**src/rtl/pattern_sig_unit.sv**
```systemverilog
// Exhaustive 4-input pattern generator with a 16-bit MISR response compactor.
// Optional 1-bit response population counter enabled by PATTERN_SIG_ONES_COUNT_EN.
module pattern_sig_unit #(
  parameter logic [15:0] SEED = 16'hFFFF,
  parameter int          NPAT = 16
) (
  input  logic        clk,
  input  logic        rst_n,
  input  logic        start,
  input  logic        abort,
  output logic        x0,
  output logic        x1,
  output logic        x2,
  output logic        x3,
  input  logic        f1,
  input  logic        f2,
  input  logic        f3,
  input  logic        f4,
  input  logic        f5,
  input  logic        f6,
  input  logic        f7,
  input  logic        f8,
  input  logic        f9,
  input  logic        f10,
  input  logic        f11,
  output logic        busy,
  output logic [15:0] sig,
  output logic        sig_valid,
  input  logic        sig_ready,
  output logic [7:0]  ones_cnt
);

  typedef enum logic [1:0] {IDLE, RUN, DONE} state_t;

  localparam logic [3:0] LAST = 4'(NPAT - 1);

  state_t      r_state;
  logic [3:0]  r_pat;
  logic [15:0] r_misr;
  logic        r_busy;
  logic        r_sig_valid;

  logic [10:0] w_resp;
  logic [15:0] w_misr_nxt;

  assign w_resp     = {f11, f10, f9, f8, f7, f6, f5, f4, f3, f2, f1};
  assign w_misr_nxt = {r_misr[14:0], 1'b0} ^ (r_misr[15] ? 16'h1021 : 16'h0000)
                    ^ {5'b0, w_resp};

  // r_pat is forced back to 0 whenever RUN is left, so it doubles as the x register.
  assign {x3, x2, x1, x0} = r_pat;
  assign busy             = r_busy;
  assign sig              = r_misr;
  assign sig_valid        = r_sig_valid;

  always_ff @(posedge clk or negedge rst_n) begin
    if (!rst_n) begin
      r_state     <= IDLE;
      r_pat       <= 4'd0;
      r_misr      <= 16'h0000;
      r_busy      <= 1'b0;
      r_sig_valid <= 1'b0;
    end else begin
      case (r_state)
        IDLE: begin
          if (start) begin
            r_state <= RUN;
            r_misr  <= SEED;
            r_pat   <= 4'd0;
            r_busy  <= 1'b1;
          end
        end
        RUN: begin
          if (abort) begin
            r_state <= IDLE;
            r_pat   <= 4'd0;
            r_busy  <= 1'b0;
          end else begin
            r_misr <= w_misr_nxt;
            if (r_pat == LAST) begin
              r_state     <= DONE;
              r_pat       <= 4'd0;
              r_busy      <= 1'b0;
              r_sig_valid <= 1'b1;
            end else begin
              r_pat <= r_pat + 4'd1;
            end
          end
        end
        DONE: begin
          if (sig_ready) begin
            r_state     <= IDLE;
            r_sig_valid <= 1'b0;
          end
        end
        default: begin
          r_state <= IDLE;
          r_pat   <= 4'd0;
          r_busy  <= 1'b0;
        end
      endcase
    end
  end

`ifdef PATTERN_SIG_ONES_COUNT_EN
  logic [7:0] r_ones;
  logic [3:0] w_pop;
  logic [8:0] w_sum;

  assign w_pop    = 4'($countones(w_resp));
  assign w_sum    = {1'b0, r_ones} + {5'b0, w_pop};
  assign ones_cnt = r_ones;

  always_ff @(posedge clk or negedge rst_n) begin
    if (!rst_n) begin
      r_ones <= 8'd0;
    end else if (r_state == IDLE && start) begin
      r_ones <= 8'd0;
    end else if (r_state == RUN && !abort) begin
      r_ones <= w_sum[8] ? 8'hFF : w_sum[7:0];
    end
  end
`else
  assign ones_cnt = 8'd0;
`endif

endmodule
```
**config.mk**
```make
export PLATFORM = sky130hd
export DESIGN_NAME = pattern_sig_unit
export DESIGN_NICKNAME = d
export VERILOG_FILES = /design/src/rtl/pattern_sig_unit.sv
export SDC_FILE = /design/constraint.sdc
export NUM_CORES = 1
export LEC_CHECK = 0
export CAP_MARGIN = 30
export CORE_ASPECT_RATIO = 0.5
export CORE_MARGIN = 1
export CORE_UTILIZATION = 46
export CTS_CLUSTER_DIAMETER = 60
export CTS_CLUSTER_SIZE = 12
export DETAILED_ROUTE_END_ITERATION = 6
export MAX_ROUTING_LAYER = met4
export PLACE_DENSITY = 0.9
export SLEW_MARGIN = 25
export SYNTH_ARGS = -nofsm -noshare
export SYNTH_HDL_FRONTEND = slang
export SYNTH_SLANG_ARGS = --single-unit
```
**constraint.sdc**
```tcl
create_clock -name clk -period 4.1 [get_ports clk]
set_input_delay 0.615 -clock clk [delete_from_list [all_inputs] [get_ports clk]]
set_output_delay 0.615 -clock clk [all_outputs]
set_load 0.005 [all_outputs]
```
# Word-level counts from Yosys, hierarchy flattened
# Cells that the tools add are included.
# W data, S select, Z words.
totals:
  reg_bits: 24
  input_bits: 16
  out_inout_bits: 30
  word_cells: 46
classes:
  n_addsub: 1
  eq_ne: 8
  muxes: 21
  n_bitwise: 3
  n_reduce_logical: 8
ops:
  columns: ["op", "n"]
  rows:
  - ["$mux W16", 2]
  - ["$pmux W16 S2", 1]
  - ["$xor A16 B11 Y16", 1]
  - ["$xor A16 B13 Y16", 1]
  - ["$mux W13", 1]
  - ["$mux W4", 3]
  - ["$pmux W4 S3", 1]
  - ["$reduce_and A3 Y1", 3]
  - ["$mux W2", 4]
  - ["$ne A2 B2 Y1 const B", 4]
  - ["$mux W1", 6]
  - ["$pmux W2 S3", 1]
  - ["$add A4 B1 Y4 const B", 1]
  - ["$eq A4 B4 Y1 const B", 1]
  - ["$reduce_and A4 Y1", 1]
  - ["$reduce_bool A2 Y1", 2]
  - ["$ne A3 B3 Y1 const B", 1]
  - ["$pmux W1 S3", 1]
  - ["$eq A2 B1 Y1 const B", 1]
  - ["$eq A2 B2 Y1 const B", 1]
  - ["$logic_not A2 Y1", 1]
  - ["$pmux W1 S2", 1]
  - ["$reduce_and A2 Y1", 1]
  - ["$not A1 Y1", 1]

# Depth between registers and ports, before layout
# Gate-level depths: netlist of run 1.
depth:
  ltp_word: 5
  mapped_depth: 4
  depth_no_buf: 4

# Worst setup path before layout of run 1
# No wires, ideal clock.
synth_path:
  path_kind: "input-to-reg"
  startpoint: "in abort"
  endpoint: "reg r_misr[0] (netlist: sig[0])"
  setup_ps: 125
  arrival_time_ps: 1348
  t_required_ps: 3975
  path_slack_ps: 2627
  cell_stages: 3
  path_buffers: 0
  path_cell_list: "nand2b_2 a21oi_4 mux2_2"
synth_via:
  elab_chain_len: 2
synth_rtl:
  columns: ["item", "line_no", "source"]
  rows:
  - ["from (decl)", "10", "input logic abort,"]
  - ["$ne A2 B2 Y1 (no source line)", null, null]
  - ["$reduce_and A3 Y1 (no source line)", null, null]
  - ["to (signal assigned)", "79", "r_misr <= w_misr_nxt;"]
  - ["to (decl)", "39", "logic [15:0] r_misr;"]
# No other way between the ends.
# A chain may end at the register's enable or synchronous reset.

# Worst setup path in the final report of run 1
layout_path:
  startpoint: "in abort"
  endpoint: "reg r_misr[1] (netlist: sig[1])"
# Same word-level chain as after synthesis.

==> results of run 1 <==
[critical path: stages]
cell             delay [ns]
clkdlybuf4s50_1        0.46
nand2b_2               0.23
a21oi_4                0.40
mux2_2                 0.39
[how the worst max path moves through the flow]
stage,to,depth (start not counted)
global placement,sig[2]$_DFFE_PN0P_,4
detailed placement,sig[1]$_DFFE_PN0P_,4
CTS,sig[1]$_DFFE_PN0P_,4
global route,sig[1]$_DFFE_PN0P_,4
finish,sig[1]$_DFFE_PN0P_,4
floorplan,sig[0]$_DFFE_PN0P_,3
[cells in the mapped netlist, drive strengths merged (2+ instances only)]
library cell,instances
a21oi,4
a2bb2oi,6
buf,10
dfrtp,24
inv,3
mux2,5
nand2,8
nand2b,6
nand3,2
nor3b,2
o211ai,2
o21ai,3
o22a,5
xnor2,13
[flip-flops by register name, summed over array words and instances, names as in the netlist]
signal / count
r_pat: 4
r_state: 2
sig_valid: 1
sig: 16
busy: 1
[per-layer routing]
layer | vias up | GRT usage | part of all wire
met5 | - | - | 0
met4 | 0 | 0.0566 | 0.013
met3 | 4 | 0.0711 | 0.055
met2 | 31 | 0.342 | 0.49
met1 | 411 | 0.246 | 0.44
li1 | 421 | - | -
[where the power goes]
group          internal (uW)  switching, uW
logic                    315            176
registers                329            111
clock network            131           75.3
[per-stage QoR]
stage / cell area [um^2] / total power [uW] / hold WS [ns]
4_1_cts: 1650 / 1150 / 0.502
3_3_place_gp: 1570 / 910 / 0.468
3_5_place_dp: 1580 / 932 / 0.482
6_report: 1650 / 1140 / 0.501
5_1_grt: 1650 / 1210 / 0.552
2_1_floorplan: 1240 / 706 / 0.319
[cell usage in the layout (no fill, tap or decap), types with 2 or more instances in the layout]
cell / n
clkdlybuf4s50_1: 37
dfrtp_1: 24
xnor2_1: 13
nand2_1: 8
conb_1: 8
a2bb2oi_1: 6
o22a_1: 5
mux2_2: 5
nand2b_1: 4
inv_1: 3
o21ai_0: 3
a21oi_1: 3
clkbuf_8: 3
nand3_1: 2
o211ai_1: 2
[layout make-up]
class	instances	area, um^2	area share
clock buffer	3	41.3	0.0250
clock inverter	1	30.0	0.0182
inverter	3	11.3	0.00681
multi-input combinational	74	546	0.330
sequential	24	601	0.363
tap	35	43.8	0.0265
timing repair buffer	38	382	0.231
[cells by family after synthesis]
kind of cell    share of synthesized area
flops                               0.495
simple gates                        0.125
compound gates                      0.141
xor+xnor                           0.0938
buf+inv                            0.0773
mux                                0.0546
fa+ha+maj                          0.0103
other cells                       0.00309
==> flow_metrics.tcl, run 1 <==
set metrics [dict create \
    h-tree-depth 1 \
    nets 161 \
    numPortBuffers 37 \
    r2r_setup_slack_ns 2.52 \
    worstSetupEndpointType "register" \
    clockBufferDepth 2 \
    layout.cells.non_filler 178 \
    slew-limit-headroom 0.636 \
    drt_first_pass_iters 4 \
    postCtsSetupRepairBufs 0 \
    cp.arrival_ns 2.10 \
    synth.largest_area_cell "dfrtp_1" \
    async_flop_share 1.00 \
    fin_skew_ns 0.00543 \
    yosysWarnings 0 \
    cts.sinks 24 \
    grt_use_total 0.207 \
    min_to "sig_valid$_DFFE_PN0P_" \
    crit_type "in2reg" \
    fmax_mhz 515 \
    first_iter_violations 40 \
    start_util 0.515 \
    min_from "sig_valid$_DFFE_PN0P_" \
    clk_pin_slew_worst_paths_ns 0.09 \
    first_global_vias 846 \
    die-area_um2 2860 \
    regToRegStartpoint "r_state[0]$_DFFE_PN0P_" \
    gr-total-overflow 0 \
    hold_path_depth 2 \
    synth.area.top_cells "dfrtp_1 49%, xnor2_1 9.4%, buf_4 4.9%" \
    via_per_inst 4.87 \
    synth-seq-cells 24 \
    cts_buffers 3 \
    synth.distinct_cells 30 \
    layout-drive-gt1-share 0.0979 \
    synthFlopType "dfrtp_1" \
    crit_start "abort" \
    ctsResizeCount 0 \
    path_max_fanout 16 \
    rr_worst_depth 3 \
    max-cap-violations 0 \
    syn_area_per_cell_um2 11.7 \
    grt_pass1_wl_um 4080 \
    ys_seq_area_frac 0.495 \
    synth.top_cell.area_share 0.495 \
    ioPinCount 46 \
    hold_viol 0 \
    die_w_um 74.6 \
    clockRootBuffer "clkbuf_8" \
    cts.hold.buffers_added 0 \
    p_leak_uw 0.000629 \
    diodes 0 \
    rsz0062_at_grt "no" \
    worstSkewPairLatency_ns 0.27 \
    core.rowCount 12 \
    netlist_area_um2 1210 \
    reg2reg_to "sig[1]$_DFFE_PN0P_" \
    powerDensity_nw_per_um2 687 \
    die_h_um 38.3 \
    dp.cells 174 \
    slew_violations 0 \
    wl_per_cell_um 13.6 \
    core-area_um2 2360 \
    period_share 0.474 \
    ant_nets 0 \
    synth-edff-count 0 \
    synthToLayoutAreaGrowth_pct 36.3 \
    gp_congestion 0.770 \
    tns_ns 0 \
    cp-start-kind "input pin" \
    status "completed" \
    place_ws_ns 1.87 \
    fillers 162 \
    dp_hpwl_um 1730 \
    drc 0 \
    min-delay-path-class "reg2reg" \
    synthCells 104 \
    antenna_found_initial 0 \
    final_util 0.702 \
    routed_wl_um 2420 \
    worstMarginPinSlew_ns 0.545 \
    period_needed_ns 1.94 \
    grt_max_degree 17 \
    vias 867 \
    peakVddDrop_mv 0.358 \
    fin_ws_ns 2.16 \
    cp.required_ns 4.25 \
    finalSetupViolCount 0 \
    cts_tree "built" \
]
No activity file was read; power rests on OpenSTA's default activity.
==> run 2: changes to the inputs <==
CORE_UTILIZATION = 43   (was 46)
PLACE_DENSITY = 0.85   (was 0.9)
clock period = 1.9 ns   (was 4.1 ns; I/O delays follow)
==> run 2 against run 1 <==
Net effect:
- first-iteration DRC count grew 7.5%
- sequential cell count is the same
- global-route usage shrank 4.7 points
- count of clock-buffer cells in the layout is the same
- non-clock buffer count grew 2
- core utilization shrank 8.0 points
- design area shrank 0.98%
- sequential power grew 110%
- hold slack lost 0.098 ns
- via count shrank 2.1%
- final cell count grew 1.7%
==> flow_metrics.tcl, run 2 (synthesis gave the netlist of run 1 again) <==
set metrics [dict create \
    clk_pin_slew_worst_paths_ns 0.08 \
    powerDensity_nw_per_um2 1400 \
    drc 0 \
    first_iter_violations 43 \
    antenna_found_initial 0 \
    dp_hpwl_um 1700 \
    cp-start-kind "register" \
    numPortBuffers 37 \
    dp.cells 178 \
    path_max_fanout 5 \
    fmax_mhz 652 \
    p_leak_uw 0.000624 \
    core-area_um2 2640 \
    core.rowCount 13 \
    crit_buf_inv 1 \
    final_area_um2 1640 \
    ctsResizeCount 0 \
    die-area_um2 3050 \
    layout_common_cells "37 x clkdlybuf4s50_1, 24 x dfrtp_1, 13 x xnor2_1, 8 x nand2_1, 8 x conb_1" \
    worst_path_dominant_cell_family "buffers and inverters" \
    crit_type "reg2out" \
    worstSetupEndpointType "output pin" \
    routed_wl_um 2230 \
    clockBufferDepth 2 \
    max-cap-violations 0 \
    status "completed" \
    gp_congestion 0.769 \
    crit_slowest_cell "clkdlybuf4s50_1" \
    wl_per_cell_um 12.3 \
    tns_ns 0 \
    worstSkewPairLatency_ns 0.26 \
    ioPinCount 46 \
    drt_first_pass_iters 4 \
    period_share 0.807 \
    cts.sinks 24 \
    h-tree-depth 1 \
    peakVddDrop_mv 0.615 \
    hold_viol 0 \
    place_area_um2 1600 \
    crit_chain "clkdlybuf4s50_1" \
    vias 849 \
    cp.required_ns 1.62 \
    min-delay-path-class "in2async" \
    cts.hold.buffers_added 0 \
    grt_pass1_wl_um 3510 \
    via_per_inst 4.69 \
    cpPeakStageDelay_ns 0.54 \
    cp.arrival_ns 1.25 \
    period_needed_ns 1.53 \
    rsz0062_at_grt "no" \
    diodes 0 \
    synthToLayoutAreaGrowth_pct 34.9 \
    finalSetupViolCount 0 \
    start_util 0.461 \
    final_util 0.622 \
    layout-drive-gt1-share 0.104 \
    postCtsSetupRepairBufs 0 \
    nets 163 \
    final_common_cell "clkdlybuf4s50_1" \
    grt_max_degree 25 \
    grt_use_total 0.160 \
    fillers 217 \
    gr-total-overflow 0 \
    layout.cells.non_filler 181 \
    first_global_vias 757 \
    die_w_um 77.1 \
    slew_violations 0 \
    cts_buffers 3 \
    largest_reg_flops 16 \
    fin_skew_ns 0.00518 \
    die_h_um 39.6 \
    ant_nets 0 \
    cts_tree "built" \
    clockRootBuffer "clkbuf_8" \
]
## run 2: cell count changes in the layout (fill, tap and decap cells not counted)
| cell | delta |
|---|---|
| buf_4 | +3 |
| bufinv_16 | -1 |
| buf_6 | -1 |
## run 2: cell type report
class | count | area [um^2] | area share
tap | 37 | 46.3 | 0.0283
clock buffer | 3 | 41.3 | 0.0252
multi-input combinational | 74 | 546 | 0.333
inverter | 3 | 11.3 | 0.00688
timing repair buffer | 40 | 393 | 0.240
sequential | 24 | 601 | 0.367
## run 2: worst paths after layout
path	start	end	slack, ns	cells after the start
worst max-delay path	sig[15]$_DFFE_PN0P_	sig[15]	0.37	1
worst min-delay path	rst_n	r_pat[2]$_DFFE_PN0P_	0.40	2
worst max register to register	r_state[1]$_DFFE_PN0P_	sig[13]$_DFFE_PN0P_	0.52	3
worst min register to register	sig_valid$_DFFE_PN0P_	sig_valid$_DFFE_PN0P_	0.50	2
max in group asynchronous	rst_n	sig[5]$_DFFE_PN0P_	1.26	2
min in group clk	sig_valid$_DFFE_PN0P_	sig_valid$_DFFE_PN0P_	0.50	2
## run 2: per-stage QoR
step	power, uW	hold slack, ns	setup WS (ns)
CTS	2320	0.409	0.348
floorplan	1520	-0.0106	0.613
finish	2290	0.403	0.366
detailed placement	2020	0.495	0.201
global placement	1990	0.466	0.243
global route	2440	0.426	0.326
## run 2: routing by layer
metal,up-vias,share of wire,track usage
li1,422,-,-
met4,0,0,0.0283
met1,406,0.47,0.190
met3,0,0.036,0.0419
met2,21,0.49,0.288
met5,-,0,-
## run 2: report_power, final
group	leakage [uW]	switching, uW	internal [uW]	total [uW]
sequential	0.000261	229	711	940
clock	0.0000216	150	142	291
combinational	0.000341	362	696	1060
